==> src/rtl/l_stf_gen.sv <==
// L-STF sample generator: streams num_rep 16-sample short-training periods over valid/ready,
// with optional half-amplitude edge windowing and I/Q width conversion.
module l_stf_gen #(
    parameter int unsigned DATA_W    = 16,
    parameter int unsigned MAX_REP   = 15,
    parameter int unsigned WINDOW_EN = 1,
    localparam int unsigned RepW     = $clog2(MAX_REP + 1)
) (
    input  logic                clk,
    input  logic                reset,
    input  logic                start,
    input  logic [RepW-1:0]     num_rep,
    input  logic                abort,
    output logic                busy,
    output logic                m_valid,
    input  logic                m_ready,
    output logic [2*DATA_W-1:0] m_data,
    output logic                m_last,
    output logic                done
);

    localparam logic Win = (WINDOW_EN != 0);

    typedef enum logic [1:0] {StIdle, StRun, StTail} state_e;

    state_e              state_q, state_d;
    logic [3:0]          idx_q, idx_d;
    logic [RepW-1:0]     per_q, per_d, nrep_q, nrep_d;
    logic                valid_q, valid_d, last_q, last_d, done_q, done_d, busy_q, busy_d;
    logic [2*DATA_W-1:0] data_q, data_d;
    logic                fire, last_period, at_end;

    function automatic logic [31:0] stf_word(input logic [3:0] i);
        unique case (i)
            4'd0, 4'd8:   return 32'h05E305E3;
            4'd1, 4'd7:   return 32'hEF0C004D;
            4'd2, 4'd6:   return 32'hFE47F5F3;
            4'd3, 4'd5:   return 32'h1246FE61;
            4'd4:         return 32'h0BC70000;
            4'd9, 4'd15:  return 32'h004DEF0C;
            4'd10, 4'd14: return 32'hF5F3FE47;
            4'd11, 4'd13: return 32'hFE611246;
            default:      return 32'h00000BC7;
        endcase
    endfunction

    // Place the 16-bit value at the top of DATA_W: truncates LSBs or pads zeros as needed.
    function automatic logic [DATA_W-1:0] fit(input logic [15:0] c);
        return DATA_W'({c, {DATA_W{1'b0}}} >> 16);
    endfunction

    function automatic logic [2*DATA_W-1:0] beat(input logic [3:0] i, input logic half);
        logic [31:0] w;
        logic [15:0] i_c, q_c;
        w   = stf_word(i);
        i_c = half ? {w[31], w[31:17]} : w[31:16];
        q_c = half ? {w[15], w[15:1]} : w[15:0];
        return {fit(i_c), fit(q_c)};
    endfunction

    assign fire        = valid_q && m_ready;
    assign last_period = (per_q == nrep_q - RepW'(1));
    assign at_end      = (idx_q == 4'd15) && last_period;

    always_ff @(posedge clk) begin
        if (reset) begin
            state_q <= StIdle;
        end else begin
            state_q <= state_d;
        end
    end

    always_comb begin
        state_d = state_q;
        unique case (state_q)
            StIdle: if (start && !busy_q && num_rep != '0) state_d = StRun;
            StRun:  if (fire && at_end) state_d = Win ? StTail : StIdle;
            StTail: if (fire) state_d = StIdle;
            default: state_d = StIdle;
        endcase
        if (abort) state_d = StIdle;
    end

    always_comb begin
        idx_d   = idx_q;
        per_d   = per_q;
        nrep_d  = nrep_q;
        valid_d = valid_q;
        last_d  = last_q;
        data_d  = data_q;
        busy_d  = busy_q;
        done_d  = 1'b0;
        unique case (state_q)
            StIdle: begin
                // busy only lingers here for the single done cycle of an empty burst
                busy_d = 1'b0;
                if (start && !busy_q) begin
                    nrep_d = num_rep;
                    busy_d = 1'b1;
                    idx_d  = 4'd0;
                    per_d  = '0;
                    if (num_rep == '0) begin
                        done_d = 1'b1;
                    end else begin
                        valid_d = 1'b1;
                        data_d  = beat(4'd0, Win);
                        last_d  = 1'b0;
                    end
                end
            end
            StRun: begin
                if (fire) begin
                    if (at_end) begin
                        if (Win) begin
                            data_d = beat(4'd0, 1'b1);
                            last_d = 1'b1;
                        end else begin
                            valid_d = 1'b0;
                            last_d  = 1'b0;
                            done_d  = 1'b1;
                            busy_d  = 1'b0;
                            data_d  = '0;
                            idx_d   = 4'd0;
                            per_d   = '0;
                        end
                    end else begin
                        idx_d = idx_q + 4'd1;
                        if (idx_q == 4'd15) per_d = per_q + RepW'(1);
                        data_d = beat(idx_q + 4'd1, 1'b0);
                        last_d = !Win && (idx_q == 4'd14) && last_period;
                    end
                end
            end
            StTail: begin
                if (fire) begin
                    valid_d = 1'b0;
                    last_d  = 1'b0;
                    done_d  = 1'b1;
                    busy_d  = 1'b0;
                    data_d  = '0;
                    idx_d   = 4'd0;
                    per_d   = '0;
                end
            end
            default: ;
        endcase
        if (abort) begin
            valid_d = 1'b0;
            last_d  = 1'b0;
            done_d  = 1'b0;
            busy_d  = 1'b0;
            data_d  = '0;
            idx_d   = 4'd0;
            per_d   = '0;
        end
    end

    always_ff @(posedge clk) begin
        if (reset) begin
            idx_q   <= 4'd0;
            per_q   <= '0;
            nrep_q  <= '0;
            valid_q <= 1'b0;
            last_q  <= 1'b0;
            done_q  <= 1'b0;
            busy_q  <= 1'b0;
            data_q  <= '0;
        end else begin
            idx_q   <= idx_d;
            per_q   <= per_d;
            nrep_q  <= nrep_d;
            valid_q <= valid_d;
            last_q  <= last_d;
            done_q  <= done_d;
            busy_q  <= busy_d;
            data_q  <= data_d;
        end
    end

    assign busy    = busy_q;
    assign m_valid = valid_q;
    assign m_data  = data_q;
    assign m_last  = last_q;
    assign done    = done_q;

endmodule

==> config.mk <==
export PLATFORM = sky130hd
export DESIGN_NAME = l_stf_gen
export DESIGN_NICKNAME = d
export VERILOG_FILES = /design/src/rtl/l_stf_gen.sv
export SDC_FILE = /design/constraint.sdc
export NUM_CORES = 1
export LEC_CHECK = 0
export CORE_MARGIN = 1.5
export CORE_UTILIZATION = 32
export DETAILED_ROUTE_END_ITERATION = 7
export GPL_TIMING_DRIVEN = 0
export SYNTH_ARGS = -nofsm -noshare
export SYNTH_HDL_FRONTEND = slang
export SYNTH_SLANG_ARGS = --single-unit
==> constraint.sdc <==
create_clock -name clk -period 2.7 [get_ports clk]
set_input_delay 0.81 -clock clk [delete_from_list [all_inputs] [get_ports clk]]
set_output_delay 0.81 -clock clk [all_outputs]
set_load 0.05 [all_outputs]
==> results.txt <==
----------------------------------------------------
[Status]
  Outcome ... completed

[CTS]
  Root Driver ... sky130_fd_sc_hd__clkbuf_8
  Clock tree from TritonCTS ... built
  Post-CTS clock slew at the launch and capture registers of the worst setup and hold paths ... 0.08 ns
  Clock Latency Late Sink ... 0.30 ns
  Maximum level of the CTS H-tree ... 2
  Number of buffers added to fix hold violations after cts ... 0
  Number of buffers inserted during clock tree synthesis ... 5
  TritonCTS sink count ... 44
  Buffers from clock root to sink, at most ... 2

[STA]
  Relative slew margins ... between 50% and 60%
  Transition time at the pin with the least slew margin ... around 0.67 ns
  Period utilisation layout ... 94.5%
  Final Hold Fails ... 0
  Minimum period implied by the final worst setup slack ... 2.55 ns
  Fin Clk Skew ... around 0.0063 ns
  Count of endpoints failing setup in the final report ... 0
  Total negative slack ... 0 ns
  Setup repair after global routing missed its margin ... no
  Highest clock rate ... 392 MHz
  Total count of max-transition violations in the final report ... 0

[Layout]
  Area Growth Syn to Fin ... 24.4%
  Final design area excluding fillers ... 3540 sq um
  Filler Cells Inserted ... 914
  Share of layout cells above drive strength 1 ... 9.90%
  Layout Nets ... 415
  Antenna cell count ... 0

[Global route]
  Wire length of the first global-routing pass ... between 10000 and 15000 microns
  Via count of the first global-routing pass ... 2637
  Largest net degree at the start of global routing ... 13
  Total overflow reported by the global router ... 0
  Total track usage ... between 10% and 20%
  Initial antenna violation count ... 0

[Drt]
  Count of antenna-violating nets left after detailed routing ... 0
  Drt first-iter violations ... 146
  Total Routed Length ... 7970 microns
  Overall via count from detail_route ... 2756
  Wire per inst ... 15.9 microns
  Post-route DRC violation count ... 0
  Via-to-Cell Ratio ... around 5.5
  Number of iterations in the first detailed-routing pass ... 4

[Synth]
  Sequential element share of the synthesized area ... 31.0%
  Syn avg cell area ... 8.32 sq um
  Netlist area before placement ... 2850 sq um
  Net count of the mapped netlist ... 363
  Fraction of registers with async set or reset after synthesis ... 0%
  Warnings from Yosys ... 0
  Number of synthesized register bits ... 44
  Post-synthesis instance total ... 342
  Count of flip-flops with a built-in enable after synthesis ... 0
  Count of different cell masters after synthesis ... 58
  Commonest register cell after synthesis ... sky130_fd_sc_hd__dfxtp_1

[Worst setup path]
  WP data arrival ... 2.71 ns
  Type of origin of the critical path ... input port
  Setup crit start ... start
  Cell depth of the worst flop-to-flop path ... 8
  Last element of the critical path ... per_q[2]$_SDFFE_PP0P_
  Critical path required time ... 2.86 ns
  Setup slack on the worst flop-to-flop path ... between 0.2 and 0.25 ns
  Worst Setup End Kind ... register
  Critical Path Fanout Max ... 5
  RR Endpoint ... m_data[22]$_SDFFE_PP0P_
  Origin of the critical flop-to-flop path ... idx_q[0]$_SDFFE_PP0P_
  Critical path start-end classification ... in -> reg

[Power]
  Switching power total ... between 0.0004 and 0.0005 W
  Sequential share of power ... 49.8%
  Power per cell area ... 390 nW/um^2
  Reported leakage power ... 1.29 nW
  Comb power frac ... 20.9%
  Switching power as a share of total power ... ~31%
  Total power ... between 0.001 and 0.0015 W
  Clk pwr share ... 29.3%
  Pint ... between 0.0009 and 0.001 W
  IR Drop Worst-Case VDD ... 167 uV

[Floorplan]
  Count of standard-cell rows ... 34
  Top-level I/O count ... 45
  Initial cell density of the core ... 32.8%
  Die extent in y ... 97.3 microns
  Die extent in x ... 97.3 microns
  Floorplan die area ... roughly 9500 sq um
  Core box area ... 8680 sq um

[Placed design]
  Placed Instance Area ... about 3400 sq um
  Routability congestion estimate ... approximately 0.9
  Post-detail-place hpwl ... about 5800 microns
  Input/output buffers ... 44

[Min path]
  Path category of the worst min-delay check ... reg -> reg
  Hold path cells ... 1

[Run]
  Max-cap violations ... 0

----------------------------------------------------
==> how the worst min path moves through the flow <==
stage,slack [ns],startpoint,end
finish,0.47,m_data[17]$_SDFFE_PP0P_,m_data[17]$_SDFFE_PP0P_
global route,0.50,m_data[18]$_SDFFE_PP0P_,m_data[18]$_SDFFE_PP0P_
CTS,0.48,m_data[17]$_SDFFE_PP0P_,m_data[17]$_SDFFE_PP0P_
detailed placement,0.45,m_data[18]$_SDFFE_PP0P_,m_data[18]$_SDFFE_PP0P_
global placement,0.45,m_data[27]$_SDFFE_PP0P_,m_data[27]$_SDFFE_PP0P_
floorplan,0.50,per_q[3]$_SDFFE_PP0P_,per_q[3]$_SDFFE_PP0P_
==> what timing repair did <==
action	in CTS	in global routing
resized for setup	3	4
buffers inserted	0	1
pin swaps	0	2
endpoints found under the setup margin	19	22
==> sequential cells by signal, summed over array words and instances (netlist names) <==
register	cells
done	1
idx_q	4
per_q	4
busy	1
state_q	2
m_valid	1
m_data	26
nrep_q	4
m_last	1
==> power groups by stage <==
stage	sequential (W)	combinational, W	clock [W]
3_5_place_dp	0.000703	0.000279	0
5_1_grt	0.000691	0.000310	0.000446
6_report	0.000687	0.000288	0.000405
2_1_floorplan	0.000752	0.000139	0
4_1_cts	0.000688	0.000284	0.000421
3_3_place_gp	0.000703	0.000278	0
==> critical path: stages <==
cell and delay (ns):
sky130_fd_sc_hd__clkdlybuf4s50_1 0.48, sky130_fd_sc_hd__nand2b_1 0.12, sky130_fd_sc_hd__a211oi_2 0.41, sky130_fd_sc_hd__and2_1 0.30, sky130_fd_sc_hd__a31oi_1 0.11, sky130_fd_sc_hd__a2111oi_0 0.47
==> cell usage after synthesis, drive strengths merged (11+ instances only) <==
library cell | number | share of area (%)
ha | 12 | 5.3
o21ai | 26 | 4.6
clkbuf | 16 | 2.1
buf | 15 | 3.2
dfxtp | 44 | 31
mux2i | 11 | 3.9
a21oi | 17 | 3.1
o2bb2ai | 12 | 3.7
nand2 | 33 | 4.4
nor2 | 27 | 3.6
==> layout by cell type (no fill, tap or decap), types with 10 or more instances in the layout <==
cell type	n
sky130_fd_sc_hd__a21oi_1	16
sky130_fd_sc_hd__buf_2	10
sky130_fd_sc_hd__clkbuf_1	15
sky130_fd_sc_hd__clkdlybuf4s50_1	44
sky130_fd_sc_hd__dfxtp_1	44
sky130_fd_sc_hd__ha_1	12
sky130_fd_sc_hd__mux2i_1	11
sky130_fd_sc_hd__nand2_1	33
sky130_fd_sc_hd__nor2_1	26
sky130_fd_sc_hd__o21ai_0	26
sky130_fd_sc_hd__o2bb2ai_1	12
==> cell families (layout without fill, tap and decap cells) <==
kind of cell,Yosys count,after routing,synth area share (%)
multiplexers,14,14,6.24
adder cells (fa/ha/maj),12,12,5.28
AND/OR/NAND/NOR,105,105,17.6
XOR/XNOR,13,13,5.06
flip-flops,44,44,31.0
AO/OA/AOI/OAI,113,113,28.3
buffers and inverters,41,93,6.60
==> area by class of cell <==
| cell class | count | area [sq um] | share of cell area, % |
|---|---|---|---|
| multi-input cells | 257 | 1800 | 50.7 |
| flip-flops and latches | 44 | 881 | 24.9 |
| repair buffers | 45 | 460 | 13.0 |
| plain buffers | 31 | 153 | 4.31 |
| well taps | 108 | 135 | 3.82 |
| clock buffers | 6 | 72.6 | 2.05 |
| inverters | 10 | 37.5 | 1.06 |
| clock inverters | 1 | 5.00 | 0.141 |
==> per-stage QoR <==
step / worst slack, ns / util, % / hold WS [ns] / cells
floorplan: 0.506 / - / 0.505 / 342
global placement: -0.425 / 39.4 / 0.454 / 494
detailed placement: -0.395 / 39.4 / 0.447 / 494
CTS: 0.0414 / 40.5 / 0.475 / 501
global route: 0.00107 / 40.8 / 0.496 / 502
finish: 0.149 / 40.8 / 0.470 / 502
==> per-layer routing <==
metal / vias up / GRT usage (%) / part of all wire [%] / routed length (microns)
met1: 1290 / 22.2 / 47 / 3720
met3: 12 / 3.02 / 4.4 / 351
met5: - / 0 / 0 / 0
met2: 102 / 27.9 / 48 / 3790
li1: 1352 / - / - / -
met4: 0 / 6.04 / 1.3 / 103
No activity file was read; power rests on OpenSTA's default activity.
